### config.mk
export PLATFORM = sky130hd
export DESIGN_NAME = gat_feat_reader_flat
export DESIGN_NICKNAME = d
export VERILOG_FILES = /design/src/rtl/gat_feat_reader_if.sv /design/src/rtl/gat_feat_reader.sv /design/src/flat_wrapper.sv
export SDC_FILE = /design/constraint.sdc
export NUM_CORES = 1
export LEC_CHECK = 0
export ABC_AREA = 1
export BUFFER_PORTS_ARGS = -buffer_cell sky130_fd_sc_hd__clkbuf_2
export CAP_MARGIN = 20
export CORE_ASPECT_RATIO = 0.9
export CORE_MARGIN = 5
export CORE_UTILIZATION = 42
export DETAILED_ROUTE_END_ITERATION = 8
export PLACE_DENSITY = 0.56
export SLEW_MARGIN = 20
export SYNTH_ARGS = -nofsm -noshare
export SYNTH_HDL_FRONTEND = slang
export SYNTH_SLANG_ARGS = --single-unit
### constraint.sdc
create_clock -name clk -period 2.6 [get_ports clk]
set_input_delay 0.39 -clock clk [delete_from_list [all_inputs] [get_ports clk]]
set_output_delay 0.39 -clock clk [all_outputs]
set_load 0.01 [all_outputs]
### src/rtl/gat_feat_reader_if.sv
// gat_feat_reader_if: valid/ready feature stream from the read-back engine to the host/DMA side
interface gat_feat_reader_if #(
  parameter int DATA_WIDTH = 8
);
  logic [DATA_WIDTH-1:0] tdata;
  logic                  tvalid;
  logic                  tready;
  logic                  tlast;
  modport master(output tdata, tvalid, tlast, input tready);
  modport slave(input tdata, tvalid, tlast, output tready);
endinterface

### src/rtl/gat_feat_reader.sv
// gat_feat_reader: sweeps the feature BRAM, absorbs its read latency and re-emits words as a stream
module gat_feat_reader #(
  parameter int DATA_WIDTH         = 8,
  parameter int NUM_SUBGRAPHS      = 2708,
  parameter int NUM_FEATURE_OUT    = 16,
  parameter int NEW_FEATURE_DEPTH  = NUM_SUBGRAPHS * NUM_FEATURE_OUT,
  parameter int NEW_FEATURE_ADDR_W = $clog2(NEW_FEATURE_DEPTH),
  parameter int RD_LATENCY         = 2,
  parameter int FIFO_DEPTH         = RD_LATENCY + 2
) (
  input  logic                          clk,
  input  logic                          rst_n,
  input  logic                          start,
  output logic [NEW_FEATURE_ADDR_W-1:0] feat_bram_addrb,
  input  logic [DATA_WIDTH-1:0]         feat_bram_dout,
  gat_feat_reader_if.master             m,
  output logic                          busy,
  output logic                          done
);
  localparam int IW = NEW_FEATURE_ADDR_W + 1;
  localparam int CW = $clog2(FIFO_DEPTH + 1);
  localparam int PW = FIFO_DEPTH > 1 ? $clog2(FIFO_DEPTH) : 1;
  localparam int FW = NUM_FEATURE_OUT > 1 ? $clog2(NUM_FEATURE_OUT) : 1;
  typedef enum logic [1:0] {IDLE, READ, DRAIN} state_t;
  state_t                state, state_nx;
  logic [IW-1:0]         iss_cnt, out_cnt;
  logic [FW-1:0]         feat_cnt;
  logic [RD_LATENCY-1:0] tag_sr;
  logic [DATA_WIDTH-1:0] mem [FIFO_DEPTH];
  logic [PW-1:0]         wr_ptr, rd_ptr;
  logic [CW-1:0]         count, inflight;
  logic [CW:0]           occ;
  logic                  issue, iss_last, push, pop, clr, last_out;
  always_comb begin
    inflight = '0;
    for (int i = 0; i < RD_LATENCY; i++) inflight = inflight + CW'(tag_sr[i]);
  end
  // credit: a read is only issued if its word is guaranteed a FIFO slot
  assign occ      = {1'b0, inflight} + {1'b0, count};
  assign issue    = state == READ && iss_cnt < IW'(NEW_FEATURE_DEPTH) && occ < (CW+1)'(FIFO_DEPTH);
  assign iss_last = iss_cnt == IW'(NEW_FEATURE_DEPTH - 1);
  assign push     = tag_sr[RD_LATENCY-1];
  assign pop      = m.tvalid && m.tready;
  assign last_out = out_cnt == IW'(NEW_FEATURE_DEPTH - 1);
  assign clr      = state == IDLE && start;
  assign m.tvalid = count != '0;
  assign m.tdata  = m.tvalid ? mem[rd_ptr] : '0;
  assign m.tlast  = m.tvalid && feat_cnt == FW'(NUM_FEATURE_OUT - 1);
  always_comb begin
    state_nx = clr                                 ? READ  :
               state == READ && issue && iss_last  ? DRAIN :
               state == DRAIN && pop && last_out   ? IDLE  : state;
    done     = state == DRAIN && pop && last_out;
    busy     = state != IDLE;
  end
  always_ff @(posedge clk or negedge rst_n)
    if (!rst_n) state <= IDLE;
    else        state <= state_nx;
  always_ff @(posedge clk or negedge rst_n) begin
    if (!rst_n) begin
      feat_bram_addrb <= '0;
      iss_cnt         <= '0;
      out_cnt         <= '0;
      feat_cnt        <= '0;
      tag_sr          <= '0;
      wr_ptr          <= '0;
      rd_ptr          <= '0;
      count           <= '0;
    end else if (clr) begin
      iss_cnt  <= '0;
      out_cnt  <= '0;
      feat_cnt <= '0;
      tag_sr   <= '0;
      wr_ptr   <= '0;
      rd_ptr   <= '0;
      count    <= '0;
    end else begin
      if (issue) begin
        feat_bram_addrb <= iss_cnt[NEW_FEATURE_ADDR_W-1:0];
        iss_cnt         <= iss_cnt + IW'(1);
      end
      tag_sr <= (tag_sr << 1) | RD_LATENCY'(issue);
      if (push) wr_ptr <= wr_ptr == PW'(FIFO_DEPTH - 1) ? '0 : wr_ptr + PW'(1);
      if (pop) begin
        rd_ptr   <= rd_ptr == PW'(FIFO_DEPTH - 1) ? '0 : rd_ptr + PW'(1);
        out_cnt  <= out_cnt + IW'(1);
        feat_cnt <= feat_cnt == FW'(NUM_FEATURE_OUT - 1) ? '0 : feat_cnt + FW'(1);
      end
      count <= count + CW'(push) - CW'(pop);
    end
  end
  always_ff @(posedge clk)
    if (push) mem[wr_ptr] <= feat_bram_dout;
endmodule
### src/flat_wrapper.sv
// flat-port wrapper written by rule: the top's interface ports become plain ports
module gat_feat_reader_flat 
#(
  parameter int DATA_WIDTH         = 8,
  parameter int NUM_SUBGRAPHS      = 2708,
  parameter int NUM_FEATURE_OUT    = 16,
  parameter int NEW_FEATURE_DEPTH  = NUM_SUBGRAPHS * NUM_FEATURE_OUT,
  parameter int NEW_FEATURE_ADDR_W = $clog2(NEW_FEATURE_DEPTH),
  parameter int RD_LATENCY         = 2,
  parameter int FIFO_DEPTH         = RD_LATENCY + 2
)
  (clk, rst_n, start, feat_bram_addrb, feat_bram_dout, busy, done, m_tdata, m_tvalid, m_tlast, m_tready);
  gat_feat_reader_if #(.DATA_WIDTH(DATA_WIDTH)) m_i ();
  input  logic clk;
  input  logic rst_n;
  input  logic start;
  output logic [NEW_FEATURE_ADDR_W-1:0] feat_bram_addrb;
  input  logic [DATA_WIDTH-1:0] feat_bram_dout;
  output logic busy;
  output logic done;
  output wire logic [$bits(m_i.tdata)-1:0] m_tdata;
  output wire logic [$bits(m_i.tvalid)-1:0] m_tvalid;
  output wire logic [$bits(m_i.tlast)-1:0] m_tlast;
  input wire logic [$bits(m_i.tready)-1:0] m_tready;
  assign m_tdata = m_i.tdata;
  assign m_tvalid = m_i.tvalid;
  assign m_tlast = m_i.tlast;
  assign m_i.tready = m_tready;
  gat_feat_reader #(.DATA_WIDTH(DATA_WIDTH), .NUM_SUBGRAPHS(NUM_SUBGRAPHS), .NUM_FEATURE_OUT(NUM_FEATURE_OUT), .NEW_FEATURE_DEPTH(NEW_FEATURE_DEPTH), .NEW_FEATURE_ADDR_W(NEW_FEATURE_ADDR_W), .RD_LATENCY(RD_LATENCY), .FIFO_DEPTH(FIFO_DEPTH)) u_core (.clk(clk), .rst_n(rst_n), .start(start), .feat_bram_addrb(feat_bram_addrb), .feat_bram_dout(feat_bram_dout), .m(m_i), .busy(busy), .done(done));
endmodule
* Word level (Yosys, flattened, before mapping)
Memory sizes are Yosys's and may differ from the RTL's.
Index checks and enable logic that the tools add are counted.
Widths: inputs -> output; s select.
** Cells by class
- Bitwise gates (word level) :: 2
- Order comparisons :: 2
- Reductions and logical operators :: 17
- Add/sub/neg operators :: 9
- Multiplexer cells :: 21
- Equality and inequality tests :: 7
** Operators by type and width (count)
- $mux 17 :: 4
- $add 17x1->17 const B :: 2
- $eq 17x16->1 const B :: 2
- $mux 2 :: 10
- $lt 17x16->1 const B :: 1
- $mux 4 :: 3
- $logic_and 1x1->1 :: 9
- $mux 8 :: 1
- $reduce_bool 2->1 :: 4
- $eq 2x2->1 const B :: 3
- $reduce_bool 3->1 :: 2
- $add 2x1->2 const B :: 2
- $add 3x3->4 :: 1
- $add 4x1->4 const B :: 1
- $eq 4x4->1 const B :: 1
- $lt 4x3->1 const B :: 1
- $add 3x1->3 :: 1
- $mux 3 :: 1
- $sub 3x1->3 :: 1
- $add 1x1->2 :: 1
- $eq 2x1->1 const B :: 1
- $logic_not 2->1 :: 1
- $mux 1 :: 2
- $or 2x1->2 :: 1
- 2 further kinds :: 2
** Storage, ports and cells
- Bits in writable memories :: 32
- Word-level logic and storage cells :: 68
- Register bits after elaboration :: 65
- Output and inout bits :: 28
- Memories kept :: 1
- Input bits :: 12
** Memory list
- u_core.mem :: depth 4, width 8, rd ports 1, clocked after memory_dff 0, wr ports 1, RTL line gat_feat_reader.sv:29 : logic [DATA_WIDTH-1:0] mem [FIFO_DEPTH];

* Logic depth before layout (Yosys ltp)
- Depth in word-level cells :: 8
- Gate-level depth with buffers :: 12
- Depth with buffers taken out :: 11

* Worst setup path after synthesis
Ideal clock, no wire load.
- Path kind :: register -> register
- From :: register u_core.count[1]
- To :: register u_core.count[2]
- Period minus slack after synthesis :: 2202 ps
- Path slack :: 398 ps
- Library setup time :: 86 ps
- Arrival :: 2116 ps
- Buffers on the path :: 1
- Cell stages (with the launch flop) :: 13
- Path through :: dfrtp_1 nor2_1 nand2_1 nand2_1 inv_1 buf_2 ha_1 inv_1 ha_1 inv_1 fa_1 and3_1 nor3_1
** Between the ends
- Cells in the longest elaborated chain, start to end :: 4
- Elaborated cells on any way between the ends :: 5
- Classes of those cells :: add/sub: 2; mux: 1; reduce/logical: 2
** Ends and longest elaborated chain
- from (decl) :: RTL line gat_feat_reader.sv:31 : logic [CW-1:0] count, inflight;
- from (signal assigned) :: RTL line gat_feat_reader.sv:89 : count <= count + CW'(push) - CW'(pop);
- $reduce_bool 3->1 :: RTL line gat_feat_reader.sv:46 : assign m.tvalid = count != '0;
- via m_tvalid :: RTL line flat_wrapper.sv:22 : output wire logic [$bits(m_i.tvalid)-1:0] m_tvalid;
- $logic_and 1x1->1 :: RTL line gat_feat_reader.sv:43 : assign pop = m.tvalid && m.tready;
- $sub 3x1->3 :: RTL line gat_feat_reader.sv:89
- $mux 3 :: RTL line gat_feat_reader.sv:69 : end else if (clr) begin
The timed path passes the listed nets, and every way through them passes these cells.
A chain may end at the register's enable or synchronous reset.

* Final worst setup path
- From :: register u_core.rd_ptr[1]
- To :: output port m_tdata[2]
** Between the ends
- Cells in the longest elaborated chain, start to end :: 2
** Ends and longest elaborated chain
- from (decl) :: RTL line gat_feat_reader.sv:30 : logic [PW-1:0] wr_ptr, rd_ptr;
- from (signal assigned) :: RTL line gat_feat_reader.sv:85 : rd_ptr <= rd_ptr == PW'(FIFO_DEPTH - 1) ? '0 : rd_ptr + PW'(1);
- $mem_v2 4x8
- $mux 8 :: RTL line gat_feat_reader.sv:47 : assign m.tdata = m.tvalid ? mem[rd_ptr] : '0;
- to (decl) :: RTL line flat_wrapper.sv:21 : output wire logic [$bits(m_i.tdata)-1:0] m_tdata;
No other way between the ends.

==> results summary <==
The number of hold-slack violations in the final timing report came out at 0. Summing the areas of all compound-gate instances in the mapped netlist gives 8.027% of the synthesized area. The actual slew at the worst max-slew pin came out at 704.2 ps. The total iterations of the first detailed-routing run is 4.

The clock transition at the registers of the reported paths is 80 ps. The routed wire length on met3 came out at 369 um. The multiplexer share of the synthesized area came out at 0.2058%. The number of hold-repair buffers added at the cts stage came out at 0. Setup slack on the worst reg-to-reg path comes out at 410 ps.

The number of warnings printed during yosys synthesis came out at 0. The antenna diode instance count came out at 0. The clock insertion delay at the later pin of the skew report is 350 ps. Data arrives at the worst endpoint at 2010 ps.

The initial antenna violation count came out at 0. The chip height is 112.1 um. After detailed routing, the met2 layer carries 5.074 mm of wire. After detailed routing, the total wire length is 10.64 mm. The final-layout fill cell count is 1,148. The maximum achievable frequency came out at 417.2 MHz. The via total after detailed routing is 3,809. The area fraction of the dominant cell type after synthesis came out at 33.44%.

The worst-path maximum fanout came out at 10. After clock tree synthesis, the setup repair step added 0 buffers. The number of max-cap violations is 0. The tree built by TritonCTS fans out to 97 sinks. The flow ran to the end, and the final reports show no timing, DRC or antenna violations. The effective utilization at floorplan is 42.70%.

In the layout the commonest cells are nand2_1 (140), nor2_1 (83), dfrtp_1 (65). The share of post-route cells with drive strength above 1 came out at 14.69%. Entering global routing, the biggest net connects 40 pins. By area, the combinational part of the netlist is dominated by simple AND/OR/NAND/NOR gates. In this run the number of H-tree levels came out at 3. The highest metal layer used by the detailed router is met4. STA classifies the critical path endpoint as an output port. The per-cell via count in the routed design is 4.999. The post-synthesis average cell area came out at 8.669 um2. STA classifies the critical path startpoint as a register. The instance area at placement is 5210 um2. The finished cells cover 5503 um2. The post-route minimum period came out at 2397 ps. The total global-route track usage is 16.99%. The final-layout setup total negative slack is 0 ps. The cell row count is 37. The global placer's final weighted congestion is 0.8720. Data on the critical path is required at its endpoint by 2210 ps. The net count reported at finish came out at 626. The area of the die is 13,830 um2. The final routed wire length divided by cell count came out at 13.96 um. The maximum clock skew at final layout is 9.765 ps. The cell count after placement came out at 746.

The finished layout holds 762 standard cells, fillers aside. The critical path in this run is classified as reg2out. The count of mapped cells out of synthesis is 561. The area share of fa/ha/maj cells after synthesis is 3.499%. The via count of the first global-routing pass is 3,915. The unique cell type count in the Yosys netlist came out at 36. When the netlist entered floorplanning its net count stood at 586. The detailed router finished its first iteration with 311 violations. The wire length of the first global-routing pass came out at 18.63 mm.

The worst relative slew slack is 53.05%. The number of gates resized after cts is 0. The XOR/XNOR share of the synthesized area came out at 0.9004%. The total of flip-flops plus latches after synthesis came out at 97. The detail route stage leaves a number of antenna-violating nets equal to 0. The total I/O pin count is 40.

Leaving out fill and tap cells, the most frequent cell in the layout is nand2_1. The residual overflow from global routing came out at 0. The tightest min-delay check is of the in2async type.

In the routed design, unresolved DRC markers number 0. The horizontal die dimension is 123.4 um. The power per standard cell area came out at 765.5 nW/um2. Setup repair after global routing left no endpoint under its margin. The number of setup violations in the final report came out at 0. The number of buffers created by CTS came out at 9. The clock tree from TritonCTS is built. The leakage power total is 2.554 nW. During placement, the flow inserted port buffers numbering 39. In the post-synthesis netlist, the biggest area contributors are dfrtp_1 (33%), edfxtp_1 (20%), nand2_1 (11%).

The number of buffers between clock root and the deepest sink came out at 2. The core region is 11,390 um2. The HPWL after detailed placement is 7.410 mm. The portion of the clock cycle consumed by the worst path in the final layout came out at 92.19%. The sequential element share of the synthesized area came out at 53.20%. The largest total area in the synthesized netlist belongs to dfrtp_1. The summed instance area of the synthesized netlist is 4863 um2. The peak supply drop came out at 0.4643 mV. The post-synthesis to final-layout area growth is 13.15%. The synthesized netlist devotes 27.94% of its cell area to simple gates.

Clock tree synthesis selected as its root buffer the cell clkbuf_16. The post-route met1 wirelength is 5.058 mm. The final max-slew violation count came out at 0.
==> synth_stat cells (all sizes together) <==
library cell	instances
inv	52
a31oi	2
dfrtp	65
and3	2
clkinv	3
nand4	30
edfxtp	32
xor2	4
and2	2
buf	10
xnor2	1
fa	1
nand2	145
nor2	87
o21bai	2
o211a	1
nand3	35
mux2i	1
nor3	9
clkbuf	5
o21a	1
ha	12
o31ai	2
o21ai	41
a21oi	16
==> layout make-up <==
type	count	area, um2	area share, %
clock buffer	9	225.2	4.093
multi-input combinational	394	1973	35.86
clock inverter	7	67.56	1.228
timing repair buffer	44	245.2	4.457
inverter	55	209.0	3.797
tap	156	195.2	3.547
sequential	97	2587	47.02
==> worst max-delay path, stage by stage, from the launching register on <==
cell and delay (ps):
dfrtp_1 620, clkinv_1 420, nor2_1 180, o21ai_0 100
a21oi_1 170, clkbuf_2 170
==> sequential cells by signal, summed over array words and instances (netlist names), 3 cells and up <==
register and count:
u_core.feat_bram_addrb 16, u_core.iss_cnt 17, u_core.mem 32, u_core.feat_cnt 4, u_core.count 3, u_core.out_cnt 17
==> path summary, 6_finish.rpt <==
path	start	end	cells after the start
worst max register to register	u_core.count[1]	u_core.count[2]	11
max in group asynchronous	rst_n	u_core.rd_ptr[1]	2
worst max-delay path	u_core.rd_ptr[1]	m_tdata[2]	5
worst min-delay path	rst_n	u_core.iss_cnt[4]	1
min in group clk	feat_bram_dout[2]	u_core.mem[3][2]	1
worst min register to register	u_core.feat_bram_addrb[5]	u_core.feat_bram_addrb[5]	2
==> per-stage QoR <==
step | util, % | setup WS [ps] | hold WS (ps) | total power, W
after detailed placement | 45.75 | 423.9 | 455.7 | 0.002936
after global placement | 45.75 | 522.9 | 440.5 | 0.002915
after CTS | 48.32 | 200.6 | 71.79 | 0.004272
after floorplan | - | 397.8 | 94.41 | 0.002585
after global routing | 48.32 | 32.83 | 100.9 | 0.004512
final | 48.32 | 203.0 | 54.36 | 0.004212
==> where the power goes <==
part	internal (W)	switching, W
clock network	0.000680	0.000642
registers	0.00172	0.000226
logic	0.000367	0.000579
total	0.00277	0.00145
==> kinds of logic after synthesis <==
family | Yosys count
AOI/OAI and AO/OA | 65
xor gates and xnor gates | 5
adders and majority gates | 13
buffers and inverters | 70
DFF | 97
muxes | 1
and+or+nand+nor | 310
==> routing by layer <==
metal | vias up | GRT usage (%)
met5 | - | 0
met4 | 0 | 5.092
li1 | 1931 | -
met2 | 56 | 27.90
met3 | 12 | 4.786
met1 | 1810 | 21.83
Note: power is estimated with default switching activity, not from simulation.
